## src/rtl/reorder_buffer_pkg.sv

```systemverilog
// ----------------------------------------------------------------------------
// reorder_buffer_pkg
// Shared definitions for the reorder buffer: sizing constants and the
// common-data-bus broadcast type. Every file that needs these imports
// this package instead of redefining them.
//   ROB_WIDTH  : tag/pointer width, the buffer holds 2**ROB_WIDTH entries
//   REG_WIDTH  : architectural register index width
//   cdb_t      : one result broadcast {valid, tag, data}
// ----------------------------------------------------------------------------
package reorder_buffer_pkg;

   localparam int ROB_WIDTH  = 3;
   localparam int REG_WIDTH  = 5;
   localparam int DATA_WIDTH = 32;
   localparam int ROB_DEPTH  = 2 ** ROB_WIDTH;

   localparam logic [ROB_WIDTH:0] ROB_FULL = (ROB_WIDTH + 1)'(ROB_DEPTH);

   typedef struct packed {
      logic                  valid;
      logic [ROB_WIDTH-1:0]  tag;
      logic [DATA_WIDTH-1:0] data;
   } cdb_t;

endpackage

```

## src/rtl/reorder_buffer.sv

```systemverilog
// ----------------------------------------------------------------------------
// reorder_buffer
// In-order retirement buffer for an out-of-order core. Instructions are
// allocated at the tail in program order, results arrive out of order on
// the common data bus, and the head entry retires once its result is in.
// Two operand read ports look up a tag, bypassing a same-cycle broadcast.
//
// Ports
//   clk              rising-edge clock
//   reset_n          synchronous active-low reset
//   issue_req        allocate one entry this cycle
//   issue_arch_num   destination register of the issuing instruction
//   issue_ready      buffer not full, allocation accepted
//   issue_tag        tag the next allocation receives (tail pointer)
//   cdb_valid/tag/data  result broadcast
//   read_tag[1:0]    operand tags to look up
//   read_valid[1:0]  operand value available
//   read_data[1:0]   operand value
//   commit           head entry retires this cycle
//   commit_arch_num  retiring destination register
//   commit_tag       retiring tag (head pointer)
//   commit_data      retiring result
//   flush            discard all in-flight entries
// ----------------------------------------------------------------------------
module reorder_buffer
   import reorder_buffer_pkg::*;
(
   input  logic                            clk,
   input  logic                            reset_n,
   input  logic                            issue_req,
   input  logic [REG_WIDTH-1:0]            issue_arch_num,
   output logic                            issue_ready,
   output logic [ROB_WIDTH-1:0]            issue_tag,
   input  logic                            cdb_valid,
   input  logic [ROB_WIDTH-1:0]            cdb_tag,
   input  logic [DATA_WIDTH-1:0]           cdb_data,
   input  logic [1:0][ROB_WIDTH-1:0]       read_tag,
   output logic [1:0]                      read_valid,
   output logic [1:0][DATA_WIDTH-1:0]      read_data,
   output logic                            commit,
   output logic [REG_WIDTH-1:0]            commit_arch_num,
   output logic [ROB_WIDTH-1:0]            commit_tag,
   output logic [DATA_WIDTH-1:0]           commit_data,
   input  logic                            flush
);

   cdb_t                  cdb;
   logic                  issueAccept;

   logic [ROB_WIDTH-1:0]  head_q, head_d;
   logic [ROB_WIDTH-1:0]  tail_q, tail_d;
   logic [ROB_WIDTH:0]    count_q, count_d;

   logic [ROB_DEPTH-1:0]  busyAll;
   logic [ROB_DEPTH-1:0]  doneAll;
   logic [REG_WIDTH-1:0]  archAll [ROB_DEPTH];
   logic [DATA_WIDTH-1:0] dataAll [ROB_DEPTH];

   assign cdb = '{valid: cdb_valid, tag: cdb_tag, data: cdb_data};

   // Fullness comes from registered count only, so a slot freed by a
   // commit in this cycle cannot be handed out until the next cycle.
   assign issue_ready = (count_q != ROB_FULL);
   assign issue_tag   = tail_q;
   assign issueAccept = issue_req && issue_ready;

   // Retirement looks only at stored state; a broadcast landing on the
   // head entry therefore retires one cycle later.
   assign commit          = busyAll[head_q] && doneAll[head_q];
   assign commit_tag      = head_q;
   assign commit_arch_num = archAll[head_q];
   assign commit_data     = dataAll[head_q];

   // Per-entry storage. Each entry owns its own registers; the packed
   // views above are just wiring so the muxes can index them.
   for (genvar i = 0; i < ROB_DEPTH; i++) begin : gEntry
      localparam logic [ROB_WIDTH-1:0] IDX = ROB_WIDTH'(i);

      logic                  busy_q, busy_d;
      logic                  done_q, done_d;
      logic [REG_WIDTH-1:0]  arch_q, arch_d;
      logic [DATA_WIDTH-1:0] data_q, data_d;

      assign busyAll[i] = busy_q;
      assign doneAll[i] = done_q;
      assign archAll[i] = arch_q;
      assign dataAll[i] = data_q;

      // Next state of one entry. Flush wins over everything. Otherwise a
      // broadcast fills a busy entry, a commit frees the head, and an
      // accepted issue claims the tail. Issue and commit never target the
      // same entry in one cycle: that would need the buffer both empty
      // (nothing to commit) and full (issue refused).
      always_comb begin
         busy_d = busy_q;
         done_d = done_q;
         arch_d = arch_q;
         data_d = data_q;
         if (flush) begin
            busy_d = 1'b0;
            done_d = 1'b0;
         end else begin
            if (cdb.valid && (cdb.tag == IDX) && busy_q) begin
               done_d = 1'b1;
               data_d = cdb.data;
            end
            if (commit && (head_q == IDX)) begin
               busy_d = 1'b0;
               done_d = 1'b0;
            end
            if (issueAccept && (tail_q == IDX)) begin
               busy_d = 1'b1;
               done_d = 1'b0;
               arch_d = issue_arch_num;
            end
         end
      end

      // Entry registers. Only the status bits need a reset value; the
      // payload is meaningless until the entry is marked busy and done.
      always_ff @(posedge clk) begin
         if (!reset_n) begin
            busy_q <= 1'b0;
            done_q <= 1'b0;
         end else begin
            busy_q <= busy_d;
            done_q <= done_d;
         end
         arch_q <= arch_d;
         data_q <= data_d;
      end
   end

   // Pointer and occupancy update. Pointers are exactly ROB_WIDTH bits so
   // the increment wraps from the last entry back to zero on its own.
   always_comb begin
      head_d  = head_q + ROB_WIDTH'(commit);
      tail_d  = tail_q + ROB_WIDTH'(issueAccept);
      count_d = count_q + (ROB_WIDTH + 1)'(issueAccept)
                        - (ROB_WIDTH + 1)'(commit);
      if (flush) begin
         head_d  = '0;
         tail_d  = '0;
         count_d = '0;
      end
   end

   // Pointer registers.
   always_ff @(posedge clk) begin
      if (!reset_n) begin
         head_q  <= '0;
         tail_q  <= '0;
         count_q <= '0;
      end else begin
         head_q  <= head_d;
         tail_q  <= tail_d;
         count_q <= count_d;
      end
   end

   // Operand lookup. A broadcast to the requested tag in this very cycle
   // takes priority, then a completed stored result. An entry that is
   // retiring this cycle is still busy and done, so it still reads valid.
   always_comb begin
      read_valid = '0;
      read_data  = '0;
      for (int p = 0; p < 2; p++) begin
         if (cdb.valid && (cdb.tag == read_tag[p])) begin
            read_valid[p] = 1'b1;
            read_data[p]  = cdb.data;
         end else if (busyAll[read_tag[p]] && doneAll[read_tag[p]]) begin
            read_valid[p] = 1'b1;
            read_data[p]  = dataAll[read_tag[p]];
         end
      end
   end

endmodule

```

## config.mk

```make
export PLATFORM = sky130hd
export DESIGN_NAME = reorder_buffer
export DESIGN_NICKNAME = d
export VERILOG_FILES = /design/src/rtl/reorder_buffer_pkg.sv /design/src/rtl/reorder_buffer.sv
export SDC_FILE = /design/constraint.sdc
export NUM_CORES = 1
export LEC_CHECK = 0
export BUFFER_PORTS_ARGS = -buffer_cell sky130_fd_sc_hd__buf_2
export CAP_MARGIN = 0
export CORE_UTILIZATION = 65
export CTS_CLUSTER_DIAMETER = 120
export DETAILED_ROUTE_END_ITERATION = 16
export PLACE_DENSITY = 0.86
export SLEW_MARGIN = 15
export SYNTH_ARGS = -nofsm -noshare
export SYNTH_HDL_FRONTEND = slang
export SYNTH_SLANG_ARGS = --single-unit
```

## constraint.sdc

```tcl
create_clock -name clk -period 6.66 [get_ports clk]
set_clock_uncertainty 0.15 [all_clocks]
set_input_delay 0 -clock clk [delete_from_list [all_inputs] [get_ports clk]]
set_output_delay 0 -clock clk [all_outputs]
set_load 0.02 [all_outputs]
```

# [Word level (Yosys, flattened, before mapping)]
# Index checks and enable logic that the tools add are counted.
[op_classes] shift=0 magnitude_cmp=6 eq_ne=24 mul=0 addsub=4 n_reduce_logical=74 muxes=48 n_div=0 bitwise_logic=5
[op_table] cell="32-bit 2-to-1 mux" n=10
[op_table] cell="32-bit binary-select mux with 3-bit select" n=3
[op_table] cell="1-bit logical AND" n=38
[op_table] cell="3-bit equality test, second input constant" n=12
[op_table] cell="2-bit AND reduction" n=16
[op_table] cell="4-bit OR reduction" n=8
[op_table] cell="1-bit 2-to-1 mux" n=26
[op_table] cell="1-bit binary-select mux with 3-bit select" n=6
[op_table] cell="3-bit by 2-bit equality test with 1-bit output, second input constant" n=6
[op_table] cell="2-bit nonzero test" n=8
[op_table] cell="5-bit binary-select mux with 3-bit select" n=1
[op_table] cell="4-bit >= comparator, second input constant" n=3
[op_table] cell="3-bit by 4-bit < comparator with 1-bit output, second input constant" n=3
[op_table] cell="3-bit inverter with 4-bit output" n=3
[op_table] cell="5-bit 2-to-1 mux" n=2
[op_table] cell="3-bit by 1-bit equality test with 1-bit output, second input constant" n=3
[op_table] cell="3-bit zero test" n=3
[op_table] cell="3-bit by 1-bit adder with 3-bit output" n=2
[op_table] cell="3-bit equality test" n=2
[op_table] cell="4-bit by 1-bit adder with 4-bit output" n=1
[op_table] cell="4-bit != test, second input constant" n=1
[op_table] cell="4-bit by 1-bit subtractor with 4-bit output" n=1
[op_table] cell="1-bit inverter" n=2
[op_table] cell="2-bit OR reduction" n=1
[totals] romBits=0 wordCells=196 memories=0 input_bits=51 reg_bits=322 latchBits=0 out_inout_bits=111 ramBits=0

# [Depth between registers and ports, before layout]
[logic_depth] ltp_word=6 depth_mapped=11 ltp_nobuf=10

# [Worst setup path after synthesis]
# OpenSTA, ideal clock, no wires.
[synth_path] path_type="register to register" start="reg head_q[0], in the netlist commit_tag[0]" end="reg count_q[2]" setup_slack_ns=3.276 n_path_buf=2 t_required_ns=6.382 arrival_ns=3.106 setup_time_ns=0.128 stages_incl_launch_ff=12 period_less_slack_ns=3.384 path_cell_list="dfxtp_1 -> buf_2 -> buf_2 -> mux4_1 -> mux2i_1 -> ha_1 -> inv_1 -> ha_1 -> inv_1 -> fa_1 -> xor2_1 -> nor2_1"
[synth_between] elab_chain_cells=4
[synth_lines] element="from (decl)" line_no="reorder_buffer.sv:50" rtl="logic [ROB_WIDTH-1:0] head_q, head_d;"
[synth_lines] element="from (signal assigned)" line_no="reorder_buffer.sv:151" rtl="head_q <= '0;"
[synth_lines] element="from (signal assigned)" line_no="reorder_buffer.sv:155" rtl="head_q <= head_d;"
[synth_lines] element="1-bit binary-select mux with 3-bit select" line_no="reorder_buffer.sv:69" rtl="assign commit = busyAll[head_q] && doneAll[head_q];"
[synth_lines] element="1-bit 2-to-1 mux (not written as such)" line_no="reorder_buffer.sv:69"
[synth_lines] element="1-bit logical AND (*)" line_no="reorder_buffer.sv:69"
[synth_lines] element="named net commit" line_no="reorder_buffer.sv:40" rtl="output logic commit,"
[synth_lines] element="4-bit by 1-bit subtractor with 4-bit output (*)" line_no="reorder_buffer.sv:140" rtl="- (ROB_WIDTH + 1)'(commit);"
[synth_lines] element="to (signal assigned)" line_no="reorder_buffer.sv:157" rtl="count_q <= count_d;"
[synth_lines] element="to (decl)" line_no="reorder_buffer.sv:52" rtl="logic [ROB_WIDTH:0] count_q, count_d;"
# Mark *: on every way through the listed nets, which the timed path passes. The rest lies on a longest branch. The select of a mux whose other input is x is not followed.
# A chain may end at the register's enable or synchronous reset.

# [Worst setup path in the final report]
[layout_path] start="reg head_q[0], in the netlist commit_tag[0]" end="out commit_data[3]"
[layout_between] elab_chain_cells=4
[layout_lines] element="3-bit inverter with 4-bit output (not written as such)" line_no="reorder_buffer.sv:72" rtl="assign commit_data = dataAll[head_q];"
[layout_lines] element="32-bit binary-select mux with 3-bit select" line_no="reorder_buffer.sv:72"
[layout_lines] element="32-bit 2-to-1 mux (not written as such) (2 in a row)" line_no="reorder_buffer.sv:72"
[layout_lines] element="to (decl)" line_no="reorder_buffer.sv:43" rtl="output logic [DATA_WIDTH-1:0] commit_data,"
# Every way passes these cells. The select of a mux whose other input is x is not followed.

==> results.txt <==
The half-perimeter wire length of the detailed placement result came out at 26,300 um. After clock tree synthesis, the clock-pin slew on the worst setup and hold paths is approximately 0.060 ns. Data on the critical path is required at its endpoint by ~6.5 ns.

The count of synthesis-stage warnings from yosys is 0. The post-synthesis cell type with the largest combined area is sky130_fd_sc_hd__edfxtp_1. The maximum fanout encountered on the critical timing path came out at 48. The proportion of layout cells with a drive suffix above 1 is about 29%. In the final routing, the length of wire on met1 measures between 15,000 and 20,000 um.

The die covers 0.0283 mm2. The number of routed nets with antenna violations is 0. Hold is met by between 0.1 and 0.15 ns. The total wire length is 49,100 um. The count of mapped cells out of synthesis is 1,293. The worst setup path is captured at an output pin.

Counting flops with an async set or reset pin after synthesis yields a share of 0%. After global routing the overflow that remains totals 0. The aggregate global-route resource usage came out at between 30% and 40%. The width of the chip is 168 um. The vertical extent of the die came out at roughly 170 um. STA classifies the critical path startpoint as a register. The critical path goes through buf_4, mux4_2, mux2_2, buf_2.

The global-route wire length before repair is about 74,000 um. The worst stage delay on the critical path came out at between 0.9 and 1 ns. Headroom to the max-slew limit came out at 26.3%. Among all stages on the critical path, the largest delay is contributed by sky130_fd_sc_hd__buf_4. After detailed routing, the met2 layer carries about 24,000 um of wire. The area of the core is ~0.027 mm2.

The number of rows created at floorplan came out at 60. The count of boundary I/O pins is between 150 and 200. The initial antenna violation count is 0. The H-tree was split into 2 levels. Setup repair after global routing left no endpoint under its margin. The routed layout has ~13,000 vias.

The final-report hold violation count came to 0. The routed design could run at a clock period as short as ~3.6 ns. The adder and majority gate portion of the synthesized area came out at less than 1%. The via count of the first global-routing pass is about 13,000. Signal routing reaches up to met4. The area occupied by multi-input gates came out at 0.00805 mm2. The combinational family with the most area after synthesis is multiplexers. The final layout net count is ~1,500.

The final-layout fill cell count came out at between 1,500 and 2,000. The kind of path behind the tightest hold check is primary input to register. The data arrival time of the critical path is between 3 and 4 ns. The most repeated cell in the gate-level netlist after synthesis is sky130_fd_sc_hd__edfxtp_1. The commonest cells after synthesis are 296 x sky130_fd_sc_hd__edfxtp_1, 257 x sky130_fd_sc_hd__mux2i_1, 151 x sky130_fd_sc_hd__nand2_1.

Adding up every negative setup slack in the final design gives 0 ns. Of the total synthesized cell area, the portion taken by AND, OR, NAND and NOR gates is 5.54%. The synthesized netlist occupies a cell area of 0.0180 mm2. The flip-flop and latch area came out at 0.00942 mm2. The mean instance size in the synthesized netlist is 13.9 um2. The leakage dissipation came out at approximately 7.6 nW. The proportion of netlist area held by the largest area contributor is between 40% and 50%. Yosys mapped a number of flops with a built-in enable equal to ~300. After the first detailed-routing iteration, the DRC count stood at roughly 1,300. The slew at the pin closest to its max-slew limit came out at approximately 1.1 ns. After synthesis the netlist holds a flip-flop and latch count of about 320. Of the post-synthesis cell area, the part taken by muxes is 26.9%. The total count of max-transition violations in the final report is 0. Wire segments on met3 add up to ~5000 um in the final route. The cell area power density came out at roughly 220 mW/mm2. The global placement routability congestion is approximately 0.83. The count of buffers inserted at the top-level ports came out at 161. Entering global routing, the biggest net connects 73 pins. The number of buffers inserted during clock tree synthesis is 34. The most used flip-flop cell after synthesis is sky130_fd_sc_hd__edfxtp_1. The first detailed-routing pass ran for 6 iterations. The tool flagged a number of max-cap violations equal to 0.

The number of failing setup endpoints in the final timing report is 0. The number of clock sinks seen by CTS is 322. The share of synthesized area occupied by flip-flops and latches is between 50% and 60%.

The highest clock frequency the design can meet came out at ~280 MHz. The tree is rooted in a sky130_fd_sc_hd__clkbuf_16. The repair_antennas step left the layout with diodes totalling 0. The number of gates resized after CTS was 0.

The initial standard-cell utilization of the core came out at 66.4%. The detail-routed net length per standard cell is approximately 27 um. The worst-case vdd ir drop came out at about 0.32 mV. The post-synthesis net count came out at ~1,400. The synthesized netlist devotes less than 1% of its cell area to XOR and XNOR gates. Yosys attributes the largest share of cell area to sky130_fd_sc_hd__edfxtp_1 50%, sky130_fd_sc_hd__mux2i_1 14%, sky130_fd_sc_hd__mux4_2 9.8%. At the later pin of the worst-skew pair, clock insertion delay measures around 0.52 ns. The number of design rule violations left after detail routing is 0. Summing the areas of all compound-gate instances in the mapped netlist gives 10.7% of the synthesized area. The area growth from synthesis to layout is 14.1%.

The count of placed standard cells in the final layout, fillers left out came out at 1,817. The worst setup path is of the register to output pin kind. Of the available clock period, the critical path in the final layout requires 54.2%. The maximum clock insertion buffer count is 3.

TritonCTS built the clock tree. Yosys mapped the design onto 45 distinct sky130hd cell types. The flow ran to the end, and the final reports show no timing, DRC or antenna violations. The detailed-route vias per instance is approximately 7.0.

The total placed cells including tap cells came out at 1,707.
[worst max-delay path, delay by kind of cell, from the launching register on]
family                 cells  cell delay (ns)
DFF                        1             0.86
buffers and inverters      2             1.10
muxes                      2             0.94
[cells by family (layout without fill, tap and decap cells)]
group,count (synthesis),after routing
buffers and inverters,123,306
AOI/OAI and AO/OA,225,225
and+or+nand+nor,227,227
adders and majority gates,10,10
DFF,322,322
xor gates and xnor gates,10,10
muxes,376,376
[timing repair]
action / CTS / global route
endpoints found under the hold margin: 363 / 0
hold buffers: 48 / 0
buffers inserted: 0 / 0
[power breakdown]
| group | switching [W] | total, W | internal, W |
|---|---|---|---|
| registers | 0.00000248 | 0.00221 | 0.00221 |
| logic | 0.000236 | 0.000371 | 0.000135 |
| clock network | 0.000788 | 0.00186 | 0.00107 |
| total | 0.00103 | 0.00444 | 0.00341 |
[worst paths after layout]
kind | cells past startpoint | from | endpoint | slack (ns)
hold reg to reg | 2 | gEntry[4].busy_q | gEntry[4].busy_q | 0.36
setup reg to reg | 9 | commit_tag[0] | count_q[3] | 3.29
setup / recovery | 4 | commit_tag[0] | commit_data[3] | 3.05
hold / removal | 2 | issue_arch_num[0] | gEntry[3].arch_q[0] | 0.14
[per-layer routing]
metal / up-vias / global-route usage [%]
met5: - / 0
met4: 0 / 16.1
met3: 176 / 7.22
met2: 858 / 57.1
met1: 6301 / 45.2
li1: 5432 / -
[metrics by stage]
step                instance area, um2  utilization (%)  setup WS (ns)  total power [W]
finish                           20500             75.8           3.05          0.00444
global route                     20500             75.8           2.88          0.00454
CTS                              20500             75.8           3.02          0.00443
detailed placement               18900             70.0           3.41          0.00259
global placement                 18900             70.0           3.51          0.00258
floorplan                        18000                -           3.28          0.00248
[cell usage in the layout (no fill, tap or decap), types with 8 or more instances in the layout]
cell type and instances:
sky130_fd_sc_hd__buf_4 21, sky130_fd_sc_hd__mux2_2 37, sky130_fd_sc_hd__o31ai_2 58, sky130_fd_sc_hd__dfxtp_1 23, sky130_fd_sc_hd__buf_2 159, sky130_fd_sc_hd__dlygate4sd3_1 48
sky130_fd_sc_hd__ha_1 9, sky130_fd_sc_hd__mux4_2 78, sky130_fd_sc_hd__clkbuf_16 34, sky130_fd_sc_hd__a22oi_1 128, sky130_fd_sc_hd__nor2_4 8, sky130_fd_sc_hd__nand2_1 151
sky130_fd_sc_hd__inv_1 12, sky130_fd_sc_hd__nor2_1 17, sky130_fd_sc_hd__and2_1 9, sky130_fd_sc_hd__clkinv_2 8, sky130_fd_sc_hd__mux2i_1 257, sky130_fd_sc_hd__o21ai_0 11
sky130_fd_sc_hd__clkinv_1 9, sky130_fd_sc_hd__xnor2_1 8, sky130_fd_sc_hd__a21oi_1 9, sky130_fd_sc_hd__edfxtp_1 296
[state kept, by name (all words and copies together), names as in the netlist]
register and cells:
gEntry.busy_q 8, gEntry.data_q 256, issue_tag 3, gEntry.arch_q 40, commit_tag 3, gEntry.done_q 8, count_q 4
[cell type report]
cell class,instances,area share (%)
sequential,322,46.0
multi-input combinational,848,39.3
timing repair buffer,230,7.11
clock buffer,40,4.31
tap,341,2.08
clock inverter,22,0.965
inverter,14,0.257
Note: power is estimated with default switching activity, not from simulation.
